### config.mk
export PLATFORM = sky130hd
export DESIGN_NAME = fmul_pipe
export DESIGN_NICKNAME = d
export VERILOG_FILES = /design/src/rtl/fmul_pipe.sv
export SDC_FILE = /design/constraint.sdc
export NUM_CORES = 2
export LEC_CHECK = 0
export CAP_MARGIN = 10
export CORE_MARGIN = 5
export CORE_UTILIZATION = 38
export CTS_CLUSTER_SIZE = 16
export DETAILED_ROUTE_END_ITERATION = 16
export DONT_BUFFER_PORTS = 1
export HOLD_SLACK_MARGIN = 0.15
export PLACE_DENSITY = 0.6
export SETUP_SLACK_MARGIN = 0.2
export SYNTH_ARGS = -nofsm -noshare
export SYNTH_HDL_FRONTEND = slang
export SYNTH_SLANG_ARGS = --single-unit
### constraint.sdc
create_clock -name clk -period 11.5 [get_ports clk]
set_input_delay 1.725 -clock clk [delete_from_list [all_inputs] [get_ports clk]]
set_output_delay 1.725 -clock clk [all_outputs]
set_load 0.05 [all_outputs]
### src/rtl/fmul_pipe.sv
// fmul_pipe: three-stage pipelined IEEE-754 multiplier.
// Stage 1 decodes the operands, stage 2 multiplies the significands, and
// stage 3 normalises, rounds and packs. The default build is binary32.
// All five RISC-V rounding modes, subnormals, canonical NaN and fflags.
module fmul_pipe #(
  parameter int EXP_W  = 8,
  parameter int FRAC_W = 23
) (
  input  logic                    clk,
  input  logic                    clrn,
  input  logic                    in_valid,
  output logic                    in_ready,
  input  logic [EXP_W+FRAC_W:0]   a,
  input  logic [EXP_W+FRAC_W:0]   b,
  input  logic [2:0]              rm,
  output logic                    out_valid,
  input  logic                    out_ready,
  output logic [EXP_W+FRAC_W:0]   z,
  output logic [4:0]              fflags
);
  localparam int W  = 1 + EXP_W + FRAC_W;
  localparam int MW = FRAC_W + 1;
  localparam int PW = 2 * MW;
  localparam int SW = EXP_W + 2;
  // Wide enough for the exponent sum minus a full-width leading-zero count.
  localparam int XW = EXP_W + 9;
  localparam logic [SW-1:0]        BIAS = SW'((1 << (EXP_W - 1)) - 1);
  localparam logic [EXP_W-1:0]     EMAX = '1;
  localparam logic [W-1:0]         QNAN = {1'b0, EMAX, 1'b1, {(FRAC_W-1){1'b0}}};
  localparam logic signed [XW-1:0] ONE  = XW'(1);
  localparam logic signed [XW-1:0] PWX  = XW'(PW);

  localparam logic [2:0] RM_RNE = 3'b000;
  localparam logic [2:0] RM_RTZ = 3'b001;
  localparam logic [2:0] RM_RDN = 3'b010;
  localparam logic [2:0] RM_RUP = 3'b011;
  localparam logic [2:0] RM_RMM = 3'b100;

  // Increment decision for a magnitude given its LSB, guard and sticky.
  function automatic logic round_inc(input logic [2:0] mode, input logic s,
                                     input logic lsb, input logic g, input logic st);
    case (mode)
      RM_RTZ:  return 1'b0;
      RM_RDN:  return s & (g | st);
      RM_RUP:  return ~s & (g | st);
      RM_RMM:  return g;
      default: return g & (st | lsb);
    endcase
  endfunction

  // Overflow saturates to infinity only when the mode rounds away from zero.
  function automatic logic ovf_to_inf(input logic [2:0] mode, input logic s);
    case (mode)
      RM_RTZ:  return 1'b0;
      RM_RDN:  return s;
      RM_RUP:  return ~s;
      default: return 1'b1;
    endcase
  endfunction

  function automatic logic [7:0] lzc(input logic [PW-1:0] v);
    logic [7:0] n;
    n = 8'(PW);
    for (int i = 0; i < PW; i++)
      if (v[i]) n = 8'(PW - 1 - i);
    return n;
  endfunction

  logic adv;
  assign adv       = ~out_valid | out_ready;
  assign in_ready  = adv;

  // ---------------- stage 1: decode ----------------
  logic [EXP_W-1:0]  ea_f, eb_f;
  logic [FRAC_W-1:0] fa, fb;
  logic a_zero, b_zero, a_sub, b_sub, a_inf, b_inf, a_nan, b_nan, a_snan, b_snan;
  logic [MW-1:0]     ma, mb;
  logic [SW-1:0]     ea_eff, eb_eff;
  logic signed [SW-1:0] esum;
  logic              sign, spec, spec_nv;
  logic [W-1:0]      spec_z;
  logic [2:0]        rm_n;

  assign ea_f   = a[W-2:FRAC_W];
  assign eb_f   = b[W-2:FRAC_W];
  assign fa     = a[FRAC_W-1:0];
  assign fb     = b[FRAC_W-1:0];
  assign a_zero = (ea_f == '0) && (fa == '0);
  assign b_zero = (eb_f == '0) && (fb == '0);
  assign a_sub  = (ea_f == '0) && (fa != '0);
  assign b_sub  = (eb_f == '0) && (fb != '0);
  assign a_inf  = (ea_f == EMAX) && (fa == '0);
  assign b_inf  = (eb_f == EMAX) && (fb == '0);
  assign a_nan  = (ea_f == EMAX) && (fa != '0);
  assign b_nan  = (eb_f == EMAX) && (fb != '0);
  assign a_snan = a_nan & ~fa[FRAC_W-1];
  assign b_snan = b_nan & ~fb[FRAC_W-1];
  assign ma     = {|ea_f, fa};
  assign mb     = {|eb_f, fb};
  assign ea_eff = a_sub ? SW'(1) : {2'b00, ea_f};
  assign eb_eff = b_sub ? SW'(1) : {2'b00, eb_f};
  assign esum   = $signed(ea_eff) + $signed(eb_eff) - $signed(BIAS);
  assign sign   = a[W-1] ^ b[W-1];
  assign rm_n   = (rm > RM_RMM) ? RM_RNE : rm;

  // Special operands bypass the arithmetic with a precomputed result.
  always_comb begin
    spec    = 1'b0;
    spec_nv = 1'b0;
    spec_z  = '0;
    if (a_nan | b_nan | (a_inf & b_zero) | (b_inf & a_zero)) begin
      spec    = 1'b1;
      spec_z  = QNAN;
      spec_nv = a_snan | b_snan | (a_inf & b_zero) | (b_inf & a_zero);
    end else if (a_inf | b_inf) begin
      spec   = 1'b1;
      spec_z = {sign, EMAX, {FRAC_W{1'b0}}};
    end else if (a_zero | b_zero) begin
      spec   = 1'b1;
      spec_z = {sign, {(W-1){1'b0}}};
    end
  end

  logic                 sign_p1, spec_p1, spec_nv_p1;
  logic signed [SW-1:0] esum_p1;
  logic [MW-1:0]        ma_p1, mb_p1;
  logic [2:0]           rm_p1;
  logic [W-1:0]         spec_z_p1;

  // ---------------- stage 2: multiply ----------------
  logic                 sign_p2, spec_p2, spec_nv_p2;
  logic signed [SW-1:0] esum_p2;
  logic [PW-1:0]        prod_p2;
  logic [2:0]           rm_p2;
  logic [W-1:0]         spec_z_p2;

  // Datapath registers: advance with the pipe, no reset needed.
  always_ff @(posedge clk) begin
    if (adv) begin
      sign_p1    <= sign;
      spec_p1    <= spec;
      spec_nv_p1 <= spec_nv;
      spec_z_p1  <= spec_z;
      esum_p1    <= esum;
      ma_p1      <= ma;
      mb_p1      <= mb;
      rm_p1      <= rm_n;
      sign_p2    <= sign_p1;
      spec_p2    <= spec_p1;
      spec_nv_p2 <= spec_nv_p1;
      spec_z_p2  <= spec_z_p1;
      esum_p2    <= esum_p1;
      prod_p2    <= ma_p1 * mb_p1;
      rm_p2      <= rm_p1;
    end
  end

  // ---------------- stage 3: normalise, round, pack ----------------
  logic [7:0]            lz;
  logic [PW-1:0]         norm;
  logic signed [XW-1:0]  exp_n, shv;
  logic                  sub;
  logic [XW-1:0]         sh, exp_f, rexp;
  logic [2*PW-1:0]       wide;
  logic [PW-1:0]         den;
  logic [MW-1:0]         keep;
  logic                  g, st, inc, inexact, ovf, tiny;
  logic [XW+FRAC_W-1:0]  rsum;
  logic [W-1:0]          z_n;
  logic [4:0]            fl_n;

  assign lz    = lzc(prod_p2);
  assign norm  = prod_p2 << lz;
  assign exp_n = {{(XW-SW){esum_p2[SW-1]}}, esum_p2} + ONE - {{(XW-8){1'b0}}, lz};
  assign sub   = exp_n < ONE;
  assign shv   = ONE - exp_n;
  assign sh    = sub ? ((shv > PWX) ? PWX : shv) : '0;
  assign wide  = {norm, {PW{1'b0}}} >> sh;
  assign den   = wide[2*PW-1:PW];
  assign keep  = den[PW-1 -: MW];
  assign g     = den[PW-MW-1];
  assign st    = (|den[PW-MW-2:0]) | (|wide[PW-1:0]);
  assign exp_f = sub ? '0 : exp_n;
  assign inc   = round_inc(rm_p2, sign_p2, keep[0], g, st);
  // The carry out of the fraction ripples into the exponent, covering both
  // mantissa overflow and a subnormal rounding up to the minimum normal.
  assign rsum  = {exp_f, keep[FRAC_W-1:0]} + (XW+FRAC_W)'(inc);
  assign rexp  = rsum[XW+FRAC_W-1:FRAC_W];
  assign ovf   = rexp >= {{(XW-EXP_W){1'b0}}, EMAX};
  assign inexact = g | st;
  // Tiny after rounding: only a value just below 2^emin whose unbounded
  // rounding carries up to 2^emin escapes being tiny.
  assign tiny  = sub & ~((exp_n == '0) & (&norm[PW-1 -: MW]) &
                 round_inc(rm_p2, sign_p2, 1'b1, norm[PW-MW-1], |norm[PW-MW-2:0]));

  // Select special, overflow or ordinary rounded result and its flags.
  always_comb begin
    z_n  = '0;
    fl_n = '0;
    if (spec_p2) begin
      z_n  = spec_z_p2;
      fl_n = {spec_nv_p2, 4'b0000};
    end else if (ovf) begin
      z_n  = ovf_to_inf(rm_p2, sign_p2) ? {sign_p2, EMAX, {FRAC_W{1'b0}}}
                                        : {sign_p2, EMAX - 1'b1, {FRAC_W{1'b1}}};
      fl_n = 5'b00101;
    end else begin
      z_n  = {sign_p2, rexp[EXP_W-1:0], rsum[FRAC_W-1:0]};
      fl_n = {3'b000, tiny & inexact, inexact};
    end
  end

  logic             vld_p1, vld_p2, vld_p3;
  logic [W-1:0]     z_p3;
  logic [4:0]       fflags_p3;

  // Valid bits and output registers; reset discards everything in flight.
  always_ff @(posedge clk or negedge clrn) begin
    if (!clrn) begin
      vld_p1    <= 1'b0;
      vld_p2    <= 1'b0;
      vld_p3    <= 1'b0;
      z_p3      <= '0;
      fflags_p3 <= '0;
    end else if (adv) begin
      vld_p1    <= in_valid;
      vld_p2    <= vld_p1;
      vld_p3    <= vld_p2;
      z_p3      <= z_n;
      fflags_p3 <= fl_n;
    end
  end

  assign out_valid = vld_p3;
  assign z         = z_p3;
  assign fflags    = fflags_p3;
endmodule

Yosys cells after proc, flatten, opt, wreduce, memory -nomap -nowiden:

Cells that the tools add are included.

* register bits: 232
* input port bits: 71
* word-level logic and storage cells: 160

* $add $sub $neg: 6
* multipliers: 1
* magnitude comparators: 4
* equal/unequal tests: 6
* shift operators: 2
* mux-type cells: 66
* bitwise logic cells: 32
* reduce and logical (&&, ||, !) cells: 22

Operator list (number)
* $mux 8: 49
* $mux 32: 3
* $shr 96x17->95: 1
* $mux 17: 3
* $mul 24x24->48: 1
* $reduce_or 48->1: 1
* $shl 48x8->48: 1
* $logic_not 23->1: 2
* $reduce_bool 23->1: 2
* $reduce_or 23->1: 2
* $add 40x1->40: 1
* $mux 31: 1
* $mux 24: 1
* $reduce_and 24->1: 1
* $ge 17x8->1 const B: 1
* $logic_not 17->1: 1
* $eq 8x8->1 const B: 2
* $logic_not 8->1: 2
* $reduce_or 8->1: 2
* $and 1x1->1: 13
* $gt 13x7->1 const B: 1
* $or 1x1->1: 13
* $sub 2x12->13 const A: 1
* $lt 12x2->1 const B: 1
* 17 further kinds: 33

Logic depth before layout (Yosys ltp):

* word-level depth: 66
* depth in mapped cells: 51
* depth with buffers taken out: 43

Worst setup path before layout:

Ideal clock, no wire load.

* path kind: flip-flop to flip-flop
* from: register prod_p2[16]
* to: register z_p3[24], in the netlist z[24]
* setup time: 0.362 ns
* data arrival time: 10.736 ns
* data required time: 11.138 ns
* path slack: 0.402 ns
* stages on the path, launching flop included: 48
* buffers on the path: 6
* clock period less this slack: 11.098 ns
* cells stage by stage: edfxtp_1 -> or4_4 -> or3_1 -> a31oi_1 -> o211ai_2 -> nand2_4 -> inv_2 -> buf_4 -> buf_2 -> buf_1 -> ha_1 -> inv_1 -> ha_1 -> fa_1 -> a21o_1 -> a41oi_1 -> nand2_1 -> xor2_1 -> [12 not listed] -> mux2_2 -> a32oi_1 -> o211ai_1 -> and4_1 -> or3b_2 -> a221oi_1 -> ha_1 -> ha_1 -> inv_1 -> a211oi_1 -> nand4_2 -> or4_4 -> nor3_2 -> o31a_2 -> a211oi_2 -> a31o_2 -> o31ai_1 -> a21oi_1

* word-level cells in the longest chain between the ends: 47
* elaborated cells on any way between the ends: 54
* those cells by class: 3 x add/sub; 3 x order compare; 2 x shift; 38 x mux; 6 x bitwise; 2 x reduce/logical

Ends and longest elaborated chain
* start: declaration: line 133 `logic [PW-1:0] prod_p2;`
* start signal: assignment: line 153 `prod_p2 <= ma_p1 * mb_p1;`
* $mux 8 (32 in series): line 65 `if (v[i]) n = 8'(PW - 1 - i);`
* $sub 11x9->12: line 174 `assign exp_n = {{(XW-SW){esum_p2[SW-1]}}, esum_p2} + ONE - {{(XW-8){1'b0}}, lz};`
* $sub 2x12->13: line 176 `assign shv = ONE - exp_n;`
* $gt 13x7->1: line 177 `assign sh = sub ? ((shv > PWX) ? PWX : shv) : '0;`
* $mux 17 (2 in series): line 177
* $shr 96x17->95: line 178 `assign wide = {norm, {PW{1'b0}}} >> sh;`
* $reduce_or 48->1 or $reduce_or 23->1 (tied branches): line 182 `assign st = (|den[PW-MW-2:0]) | (|wide[PW-1:0]);`
* $or 1x1->1: line 182
* $or 1x1->1, on equally long branches: line 47, 44, 45
* $and 1x1->1, on equally long branches: line 47, 44, 45
* $pmux 1 s4: line 42 `case (mode)`
* $add 40x1->40 *: line 187 `assign rsum = {exp_f, keep[FRAC_W-1:0]} + (XW+FRAC_W)'(inc);`
* $ge 17x8->1: line 189 `assign ovf = rexp >= {{(XW-EXP_W){1'b0}}, EMAX};`
* $mux 31 *: line 203 `end else if (ovf) begin`
* $mux 32 *: line 200 `if (spec_p2) begin`
* end signal: assignment: line 229 `z_p3 <= z_n;`
* end: declaration: line 214 `logic [W-1:0] z_p3;`

Every way passes the cells marked *; elsewhere a longest branch is shown, timed or not.
A chain may end at the register's enable or synchronous reset.

Worst setup path in the final report:

* from: register prod_p2[17]
* to: register z_p3[20], in the netlist z[20]

* word-level cells in the longest chain between the ends: 46
* elaborated cells on any way between the ends: 53
* those cells by class: 3 x add/sub; 3 x order compare; 2 x shift; 37 x mux; 6 x bitwise; 2 x reduce/logical

Ends and longest elaborated chain (line)
* $mux 8 (31 in series): 65
* $sub 11x9->12: 174
* $sub 2x12->13: 176
* $gt 13x7->1: 177
* $mux 17 (2 in series): 177
* $shr 96x17->95: 178
* $reduce_or 48->1 or $reduce_or 23->1 (tied branches): 182
* $or 1x1->1: 182
* $or 1x1->1, on equally long branches: 47, 44, 45
* $and 1x1->1, on equally long branches: 47, 44, 45
* $pmux 1 s4: 42
* $add 40x1->40 *: 187
* $ge 17x8->1: 189
* $mux 31 *: 203
* $mux 32 *: 200

Marks and branches as above.

==> results.toml <==
[setup_path]
worstPathRequired_ps = 11920
start_kind = "flip-flop"
cp_data_arrival_time_ps = 11230
crit_top_cell = "ha_1"
crit_path_end_kind = "flip-flop"
crit_fanout = 10
slowest_delay_ps = 630
critPathSlowestCell = "a222oi_1"
crit_type = "flip-flop to flip-flop"
r2r_cells = 44

[timing]
skew_ps = 24.91
hold_viol_final = 0
whs_ps = 417.4
tightest_slew_ps = 1214
max_slew_margin_pct = 19.07
max_freq_ghz = 0.09248
setup_viol = 0
finalCritPeriodShare_pct = 94.02
fin_setup_tns_ps = 0
period_minus_slack_ps = 10810
rsz0062_at_grt = "no"
slew_violations = 0

[global_route]
grt_max_degree = 75
grt.total_usage_pct = 23.59
grt-ovfl-total = 0
antenna_found_initial = 0
grt_pass1_vias = 30120
grt_first_pass_wirelength_microns = 178200

[detailed_routing]
drtIter0Drc = 2835
drc_errors = 0
first_pass_iters = 8
vias_per_cell = 5.816
vias = 29500
wl_microns = 113900
ant_nets = 0
wl_per_cell_microns = 22.45

[synth]
async_flop_share_pct = 22.54
synth-seq-cells = 173
synthCells = 3941
synthDistinctLibCells = 118
syn_area_per_cell_sq_um = 8.688
synth_ff_type = "edfxtp_1"
synth_edf_count = 134
synth-seq-area-share_pct = 14.60
yosysWarnings = 0
syn_area_sq_um = 34240
syn_nets = 4704

[cells_and_area]
fillerInstances = 9114
drive_above_1_share_pct = 8.395
final_cell_mix = "nand2_1 (612), inv_1 (538), fa_1 (484)"
nets = 4645
layout_commonest_cell = "nand2_1"
synthToLayoutAreaGrowth_pct = 6.629

[clock_tree]
htree_levels = 4
cts_buffer_depth = 2
numCtsBuffers = 17
clk_pin_slew_worst_paths_ps = 80
cts_hold_buf = 0
clkLatencyLatePin_ps = 490
cts_tree = "built"
cts_sinks = 173
ctsRootBufferMaster = "clkbuf_16"

[floorplan]
io-pin-count = 110
row_count = 110
dieWidth_microns = 310.2
die_h_microns = 310.2
core_sq_um = 89740
dieArea_sq_um = 96200
start_util_pct = 38.15

[status]
outcome = "complete, no violations"

[placement]
gp_congestion = 0.9863
io_buffers = 0
place_hpwl_microns = 89950

[min_path]
hold_path_class = "flip-flop to flip-flop"
min_path_cells = 0

[flow_run]
max_cap_violations = 0
-- metrics by stage --
step	setup slack, ps	instance area [sq um]	std cells	utilization (%)
after detailed placement	327.8	35730	5026	39.82
final	687.4	36510	5072	40.68
after CTS	321.6	36330	5058	40.48
after global routing	211.3	36510	5071	40.68
after global placement	579.4	35730	5025	39.82
after floorplan	402.2	34240	3941	-
-- kinds of logic after synthesis --
group,after synthesis,synth area share [%]
simple gates,1424,20.11
other cells,1,0.01095
xor+xnor,75,1.941
mux,99,3.146
flops,173,14.60
compound gates,706,15.26
fa+ha+maj,692,35.90
buf+inv,771,9.026
-- metal layers --
| layer | wire length, microns | vias to the layer above | track usage (%) | share of wire (%) |
|---|---|---|---|---|
| met3 | 8322 | 249 | 3.900 | 7.3 |
| met1 | 48110 | 14700 | 31.96 | 42 |
| met5 | 0 | - | 0 | 0 |
| met2 | 52730 | 1340 | 38.33 | 46 |
| li1 | - | 13210 | - | - |
| met4 | 4719 | 0 | 8.770 | 4.1 |
-- cells in the mapped netlist (11+ instances only) --
| cell | number | area (sq um) |
|---|---|---|
| clkbuf_1 | 157 | 589.3 |
| buf_4 | 17 | 127.6 |
| a21o_1 | 19 | 142.6 |
| mux2i_1 | 66 | 660.6 |
| o31ai_1 | 22 | 165.2 |
| nor4_1 | 47 | 294.0 |
| mux2_2 | 27 | 304.0 |
| o21bai_1 | 11 | 82.58 |
| nor2_1 | 199 | 747.0 |
| o21ai_0 | 97 | 485.5 |
| nor3_1 | 64 | 320.3 |
| a22oi_1 | 19 | 142.6 |
| or4_1 | 13 | 97.59 |
| fa_1 | 484 | 9689 |
| or3_1 | 21 | 131.4 |
| o211ai_2 | 16 | 200.2 |
| a32oi_1 | 12 | 105.1 |
| edfxtp_1 | 134 | 4024 |
| o2111ai_1 | 17 | 148.9 |
| and3_1 | 26 | 162.7 |
| o22ai_1 | 33 | 206.5 |
| or2_2 | 11 | 68.82 |
| and2_1 | 218 | 1364 |
| buf_2 | 32 | 160.2 |
| buf_6 | 12 | 135.1 |
| nor2b_1 | 13 | 81.33 |
| o21ai_1 | 14 | 70.07 |
| a31oi_1 | 29 | 181.4 |
| a21oi_1 | 109 | 545.5 |
| ha_1 | 208 | 2603 |
| nand2_1 | 612 | 2297 |
| o211ai_1 | 68 | 510.5 |
| nand2b_1 | 21 | 131.4 |
| xor2_1 | 26 | 227.7 |
| dfrtp_1 | 39 | 975.9 |
| o21a_1 | 21 | 157.7 |
| nand3_1 | 96 | 480.5 |
| inv_1 | 539 | 2023 |
| xnor2_1 | 48 | 420.4 |
| a211oi_1 | 33 | 247.7 |
| o221ai_1 | 14 | 122.6 |
| nand4_1 | 36 | 225.2 |
-- critical path, delay by kind of cell (launching register included) --
family | cells | cell delay (ps)
simple gates | 17 | 4080
compound gates | 13 | 3140
fa+ha+maj | 5 | 1510
mux | 3 | 880
buf+inv | 5 | 480
flops | 1 | 450
xor+xnor | 1 | 190
-- cell type report --
class                      instances  area, sq um  share of cell area, %
clock buffer                      18        450.4                  1.234
tap                             1176         1471                  4.030
clock inverter                    14        143.9                 0.3941
timing repair buffer             148         1112                  3.047
sequential                       173         5000                  13.70
antenna                            1        2.502               0.006854
multi-input combinational       2999        26280                  71.99
inverter                         543         2046                  5.604
-- timing repair --
action,CTS,global route
setup endpoints to repair,0,33
setup buffers,0,11
hold endpoints to repair,0,0
gates resized for setup,0,15
-- registers in the layout, indices dropped and copies added, names as in the netlist, 3 cells and up --
register	count
esum_p1	10
prod_p2	48
fflags	4
spec_z_p2	3
esum_p2	10
ma_p1	24
spec_z_p1	3
rm_p2	3
mb_p1	24
z	32
rm_p1	3
-- worst paths after layout --
| path | slack (ps) | end | startpoint |
|---|---|---|---|
| min reg2reg | 420 | esum_p2[8] | esum_p1[8] |
| max in group asynchronous | 10470 | z[25] | clrn |
| min in group asynchronous | 920 | z[5] | clrn |
| max | 690 | z[20] | prod_p2[17] |
| max reg2reg | 690 | z[20] | prod_p2[17] |
| min | 420 | esum_p2[8] | esum_p1[8] |
Power is not shown: default switching activity piles up to over one toggle a cycle in this logic, so the estimate is an artifact.
